[src/rtl/song_pkg.sv]
// Shared constants and FSM state type for the song storage / playback block.
// Word layout: [9:2] note keys, [1:0] octave shift.
package song_pkg;

  localparam int WORD_W    = 10;
  localparam int NOTE_MSB  = 9;
  localparam int NOTE_LSB  = 2;
  localparam int SHIFT_MSB = 1;
  localparam int SHIFT_LSB = 0;

  localparam int DEF_CLK_HZ  = 100_000_000;
  localparam int DEF_TICK_HZ = 100;

  typedef enum logic [1:0] {
    IDLE  = 2'd0,
    FETCH = 2'd1,
    HOLD  = 2'd2,
    GAP   = 2'd3
  } state_t;

endpackage

[src/rtl/tick_gen.sv]
// Duration tick generator: one-cycle pulse every CLK_HZ/TICK_HZ cycles,
// phase-aligned to the last cycle in which restart was high.
module tick_gen
  import song_pkg::*;
#(
  parameter int CLK_HZ  = DEF_CLK_HZ,
  parameter int TICK_HZ = DEF_TICK_HZ
) (
  input  logic clk,
  input  logic rst_n,
  input  logic restart,
  output logic tick
);

  localparam int DIV   = CLK_HZ / TICK_HZ;
  localparam int CNT_W = (DIV > 1) ? $clog2(DIV) : 1;

  logic [CNT_W-1:0] cnt;

  assign tick = !restart && (cnt == CNT_W'(DIV - 1));

  // NOTE: sequential state uses non-blocking assignments so every register
  // samples pre-edge values, independent of block evaluation order.
  always_ff @(posedge clk or negedge rst_n) begin
    if (!rst_n) begin
      cnt <= '0;
    end else if (restart || tick) begin
      cnt <= '0;
    end else begin
      cnt <= cnt + 1'b1;
    end
  end

endmodule

[src/rtl/song_memory.sv]
// Append-only song store with looped playback: each note word is held on
// data_out for its duration in ticks, followed by a one-tick silent gap.
module song_memory
  import song_pkg::*;
#(
  parameter int CLK_HZ  = DEF_CLK_HZ,
  parameter int TICK_HZ = DEF_TICK_HZ,
  parameter int DEPTH   = 64,
  parameter int ADDR_W  = 6,
  parameter int DUR_W   = 8
) (
  input  logic              clk,
  input  logic              rst_n,
  input  logic              clear,
  input  logic              wr_en,
  input  logic [WORD_W-1:0] wr_data,
  input  logic [DUR_W-1:0]  wr_dur,
  output logic              full,
  output logic [ADDR_W:0]   count,
  input  logic              read_en,
  output logic              output_ready,
  output logic [WORD_W-1:0] data_out,
  output logic              song_end,
  output logic [ADDR_W-1:0] rd_index
);

  state_t             state;
  state_t             next_state;
  logic               tick;
  logic               restart;
  logic               wr_accept;
  logic               gap_done;
  logic               last_entry;
  logic [WORD_W-1:0]  word_q;
  logic [DUR_W-1:0]   dur_cnt;

  logic [WORD_W-1:0]  word_mem [DEPTH];
  logic [DUR_W-1:0]   dur_mem  [DEPTH];

  function automatic logic [DUR_W-1:0] eff_dur(input logic [DUR_W-1:0] d);
    return (d == '0) ? DUR_W'(1) : d;
  endfunction

  assign full       = (count == (ADDR_W + 1)'(DEPTH));
  assign wr_accept  = wr_en && !full && !clear && (state == IDLE);
  assign gap_done   = (state == GAP) && tick;
  assign last_entry = (({1'b0, rd_index} + (ADDR_W + 1)'(1)) == count);
  // Tick phase is pinned while idle/fetching so a note starts on a fresh tick period.
  assign restart    = (state != HOLD) && (state != GAP);

  tick_gen #(
    .CLK_HZ  (CLK_HZ),
    .TICK_HZ (TICK_HZ)
  ) u_tick_gen (
    .clk     (clk),
    .rst_n   (rst_n),
    .restart (restart),
    .tick    (tick)
  );

  // NOTE: the note store has no reset; its contents are meaningless once
  // count is cleared, and leaving it unreset lets it map onto RAM.
  always_ff @(posedge clk) begin
    if (wr_accept) begin
      word_mem[count[ADDR_W-1:0]] <= wr_data;
      dur_mem[count[ADDR_W-1:0]]  <= wr_dur;
    end
  end

  always_ff @(posedge clk or negedge rst_n) begin
    if (!rst_n) state <= IDLE;
    else        state <= next_state;
  end

  // NOTE: every signal driven here gets a default first so no path can
  // infer a latch.
  always_comb begin
    next_state = state;
    if (clear || !read_en) begin
      next_state = IDLE;
    end else begin
      unique case (state)
        IDLE:  if (count != '0) next_state = FETCH;
        FETCH: next_state = HOLD;
        HOLD:  if (tick && dur_cnt == DUR_W'(1)) next_state = GAP;
        GAP:   if (tick) next_state = FETCH;
        default: next_state = IDLE;
      endcase
    end
  end

  always_comb begin
    output_ready = 1'b0;
    data_out     = '0;
    unique case (state)
      HOLD: begin
        output_ready = 1'b1;
        data_out     = word_q;
      end
      GAP:     output_ready = 1'b1;
      default: ;
    endcase
  end

  always_ff @(posedge clk or negedge rst_n) begin
    if (!rst_n) begin
      count    <= '0;
      rd_index <= '0;
      song_end <= 1'b0;
      word_q   <= '0;
      dur_cnt  <= '0;
    end else begin
      if (clear)          count <= '0;
      else if (wr_accept) count <= count + 1'b1;

      if (next_state == IDLE) rd_index <= '0;
      else if (gap_done)      rd_index <= last_entry ? '0 : rd_index + 1'b1;

      song_end <= gap_done && last_entry && (next_state != IDLE);

      // Single registered read: word and duration of the entry at rd_index.
      if (state == FETCH) begin
        word_q  <= word_mem[rd_index];
        dur_cnt <= eff_dur(dur_mem[rd_index]);
      end else if (state == HOLD && tick) begin
        dur_cnt <= dur_cnt - 1'b1;
      end
    end
  end

endmodule

[config.mk]
export PLATFORM = sky130hd
export DESIGN_NAME = song_memory
export DESIGN_NICKNAME = d
export VERILOG_FILES = /design/src/rtl/song_pkg.sv /design/src/rtl/tick_gen.sv /design/src/rtl/song_memory.sv
export SDC_FILE = /design/constraint.sdc
export NUM_CORES = 1
export LEC_CHECK = 0
export CAP_MARGIN = 20
export CORE_ASPECT_RATIO = 1.5
export CORE_MARGIN = 2
export CORE_UTILIZATION = 39
export DETAILED_ROUTE_END_ITERATION = 10
export MAX_ROUTING_LAYER = met4
export SYNTH_ARGS = -nofsm -noshare
export SYNTH_HDL_FRONTEND = slang
export SYNTH_HIERARCHICAL = 1
export SYNTH_SLANG_ARGS = --single-unit
[constraint.sdc]
create_clock -name clk -period 4 [get_ports clk]
set_input_delay 0.8 -clock clk [delete_from_list [all_inputs] [get_ports clk]]
set_output_delay 0.8 -clock clk [all_outputs]
set_load 0.01 [all_outputs]
==> summary.txt <==
Worst Skew - 0.03577 ns
Reg-to-Reg Start - u_tick_gen/cnt[0]
Largest net degree at the start of global routing - 54
Cell Int Power - 19.46 mW
Share of layout cells above drive strength 1 - 30.59%
Synth warnings - 6
NetSw - 5.071 mW
Relative slew slack - 26.18%
ANT nets after route - 0
Post-CTS sizing - 0
Critical Path RT - 3.20 ns
Max-cap viol count - 0
DP Cell Count - 3768
FF/Latch Area - 0.03596 mm^2
TritonCTS clock tree - yes
Worst path slowest cell - dfrtp_4
Seq/Total Area, Yosys - 76.75%
Yosys reg bits - 1206
R2R cell count - 10
RD Place Congestion - 0.9753
Endpoints failing setup - 0
Vias - 22260
DRT iter0 DRCs - 2081
Post-layout net count - 2341
Die area - 0.1229 mm^2
Total track usage - 19.97%
Root Driver - clkbuf_16
Slew Viols, Final - 0
Seq pwr share - 57.0%
Final min period - 3.627 ns
Top-area cell type share of the netlist area - 73.86%
Post-Syn Area - 0.04683 mm^2
Initial Utilization - 39.33%
Kind of critical path - reg2out
Worst-path clk slew - 0.07 ns
Synth area leaders - edfxtp_1 74%, mux4_2 16%, dfrtp_1 2.9%
Die Wd - 287.0 um
Post-Syn Area per Cell - 22.07 um^2
Combinational Power Share - 2.2%
Post-synth EDFFs - 1152
DR pass1 iterations - 5
Critical Path Fanout Max - 37
CP delay by family, top - buffers and inverters
Vias per cell - 5.609
Total Power - 24.53 mW
Initial antenna violation count - 2
H-tree level count - 3
Area of the core - 0.1191 mm^2
Clock buffer depth - 3
CP bufs+invs - 3
R2r endpoint - dur_cnt[7]
CP endpoint kind - primary output
Final hold vios - 0
Rows - 155
Outcome - completed
Top cell by count, worst path - buf_12
Synthesized instance count - 2122
DR WL/cell - 29.86 um
Startpoint Class - flip-flop
Clock latency at the later pin of the worst-skew pair - 0.74 ns
Clock sink count - 1206
Die height - 428.4 um
CTS Buf Count - 106
Pwr dens - 457.6 mW/mm^2
Via count of the first global-routing pass - 22970
Fill cells - 9973
Static Leakage - 16.21 nW
RSZ-0062 raised after global routing - false
Worst-margin pin slew - 1.107 ns
CP arrival - 2.83 ns
Yosys cell types - 57
Critical Path Sink - rd_index[1]
Post-route insts no fill - 3968
Worst Setup SP - rd_index[1]
Top cells by count, synth - 1152 x edfxtp_1, 340 x mux4_2, 98 x nor2_1
Slack of the worst reg-to-reg path - 0.64 ns
Count leader, synth - edfxtp_1
DRC - 0
First-pass GRT wire length - 169.4 mm
VDD IR max - 0.3094 mV
Area of the multi-input gates - 0.01040 mm^2
Post-DP HPWL - 77.43 mm
# IOs - 49
Ys async rst share - 4.478%
Syn Nets - 2151
Main synth FF type - edfxtp_1
Synth area leader - edfxtp_1
Final wirelength - 118.5 mm
Buffers added on ports - 48
Hold Path Class - in2reg
Overflow after GRT - 0
Layout area overhead - 14.45%
Fmax achieved - 275.7 MHz
Levels on crit path - 3
Final cycle utilization of the critical path - 90.69%
Clock power share - 40.9%
Critical path cell sequence - buf_12, buf_12, clkdlybuf4s50_1
Switching Fraction - 20.68%
CP max stage delay - 0.79 ns
TNS Setup - 0 ns
-- through the flow --
step	hold slack [ns]	worst slack [ns]	instance area (um^2)	utilization, %
floorplan	0.4374	0.2026	46850	-
global placement	0.4673	0.3774	50110	42.08
detailed placement	0.4610	0.4050	50140	42.10
CTS	0.2539	0.2883	53490	44.92
global route	0.4091	0.2914	53600	45.01
finish	0.4337	0.3725	53600	45.01
-- power groups by stage --
stage	logic [mW]	registers [mW]	clock network, mW
detailed placement	0.525	14.2	0
floorplan	0.163	14.2	0
CTS	0.527	14.0	10.2
global placement	0.499	14.2	0
global route	0.580	14.0	10.7
finish	0.533	14.0	10.0
-- state kept, by name (all words and copies together), names as in the netlist --
| signal | count |
|---|---|
| u_tick_gen/cnt | 20 |
| state | 2 |
| dur_mem | 512 |
| count | 7 |
| word_q | 10 |
| word_mem | 640 |
| rd_index | 6 |
| song_end | 1 |
| dur_cnt | 8 |
-- worst min-delay path by stage --
stage                    from            endpoint  slack [ns]  depth (start not counted)
global placement    word_q[9]           word_q[9]        0.47                          2
detailed placement  word_q[1]           word_q[1]        0.46                          2
floorplan           word_q[0]           word_q[0]        0.44                          2
finish              wr_dur[6]      dur_mem[35][6]        0.43                          1
global route        wr_dur[6]      dur_mem[34][6]        0.41                          1
CTS                     rst_n  u_tick_gen/cnt[10]        0.25                          1
-- placed cells by master, fill, tap and decap left out, types with 16 or more instances in the layout --
cell type / netlist / layout
a21oi_1: 34 / 34
a22oi_1: 53 / 53
buf_12: 0 / 24
buf_2: 21 / 19
buf_4: 5 / 127
clkbuf_1: 60 / 18
clkbuf_16: 0 / 106
clkdlybuf4s50_1: 0 / 29
clkinv_1: 0 / 24
clkinv_2: 0 / 20
dfrtp_1: 54 / 49
edfxtp_1: 1152 / 1152
inv_1: 17 / 17
mux4_2: 340 / 340
nand2_1: 56 / 56
nand3_1: 23 / 23
nor2_1: 98 / 49
nor2_2: 0 / 49
o21ai_0: 16 / 16
xnor2_1: 19 / 19
-- cell families (layout without fill, tap and decap cells) --
kind of cell | after synthesis | count (layout) | share of synthesized area, %
xor gates and xnor gates | 29 | 29 | 0.5717
muxes | 346 | 346 | 16.48
buffers and inverters | 136 | 410 | 1.395
DFF | 1206 | 1206 | 76.75
and+or+nand+nor | 270 | 270 | 2.802
adders and majority gates | 6 | 6 | 0.1603
AOI/OAI and AO/OA | 129 | 129 | 1.841
other | 0 | 2 | 0
-- metal layers --
layer | up-vias | share of wire (%) | GRT usage [%]
met5 | - | 0 | -
met2 | 718 | 53 | 33.63
li1 | 9285 | - | -
met4 | 0 | 4.4 | 8.735
met1 | 12080 | 38 | 23.97
met3 | 175 | 5.1 | 2.798
-- area by class of cell --
| type | instances | area share (%) |
|---|---|---|
| sequential | 1206 | 67.08 |
| multi-input combinational | 780 | 19.41 |
| clock buffer | 124 | 5.075 |
| tap | 1570 | 3.665 |
| timing repair buffer | 201 | 3.464 |
| clock inverter | 68 | 1.176 |
| inverter | 17 | 0.1190 |
| antenna | 2 | 0.009337 |
-- timing repair --
item | CTS | global route
hold buffers | 0 | 1
endpoints found under the hold margin | 0 | 10
buffers inserted | 0 | 0
-- worst register-to-register path, stage by stage, from the launching register on --
cell	delay [ns]
dfrtp_1	0.39
ha_1	0.22
nand4_1	0.27
nor2_1	0.28
nand3_1	0.12
nor2_1	0.55
nand3b_1	0.28
nor4_1	0.43
nand2_1	0.18
o311ai_0	0.34
o211ai_1	0.15
Power figures use the tool's default switching activity.
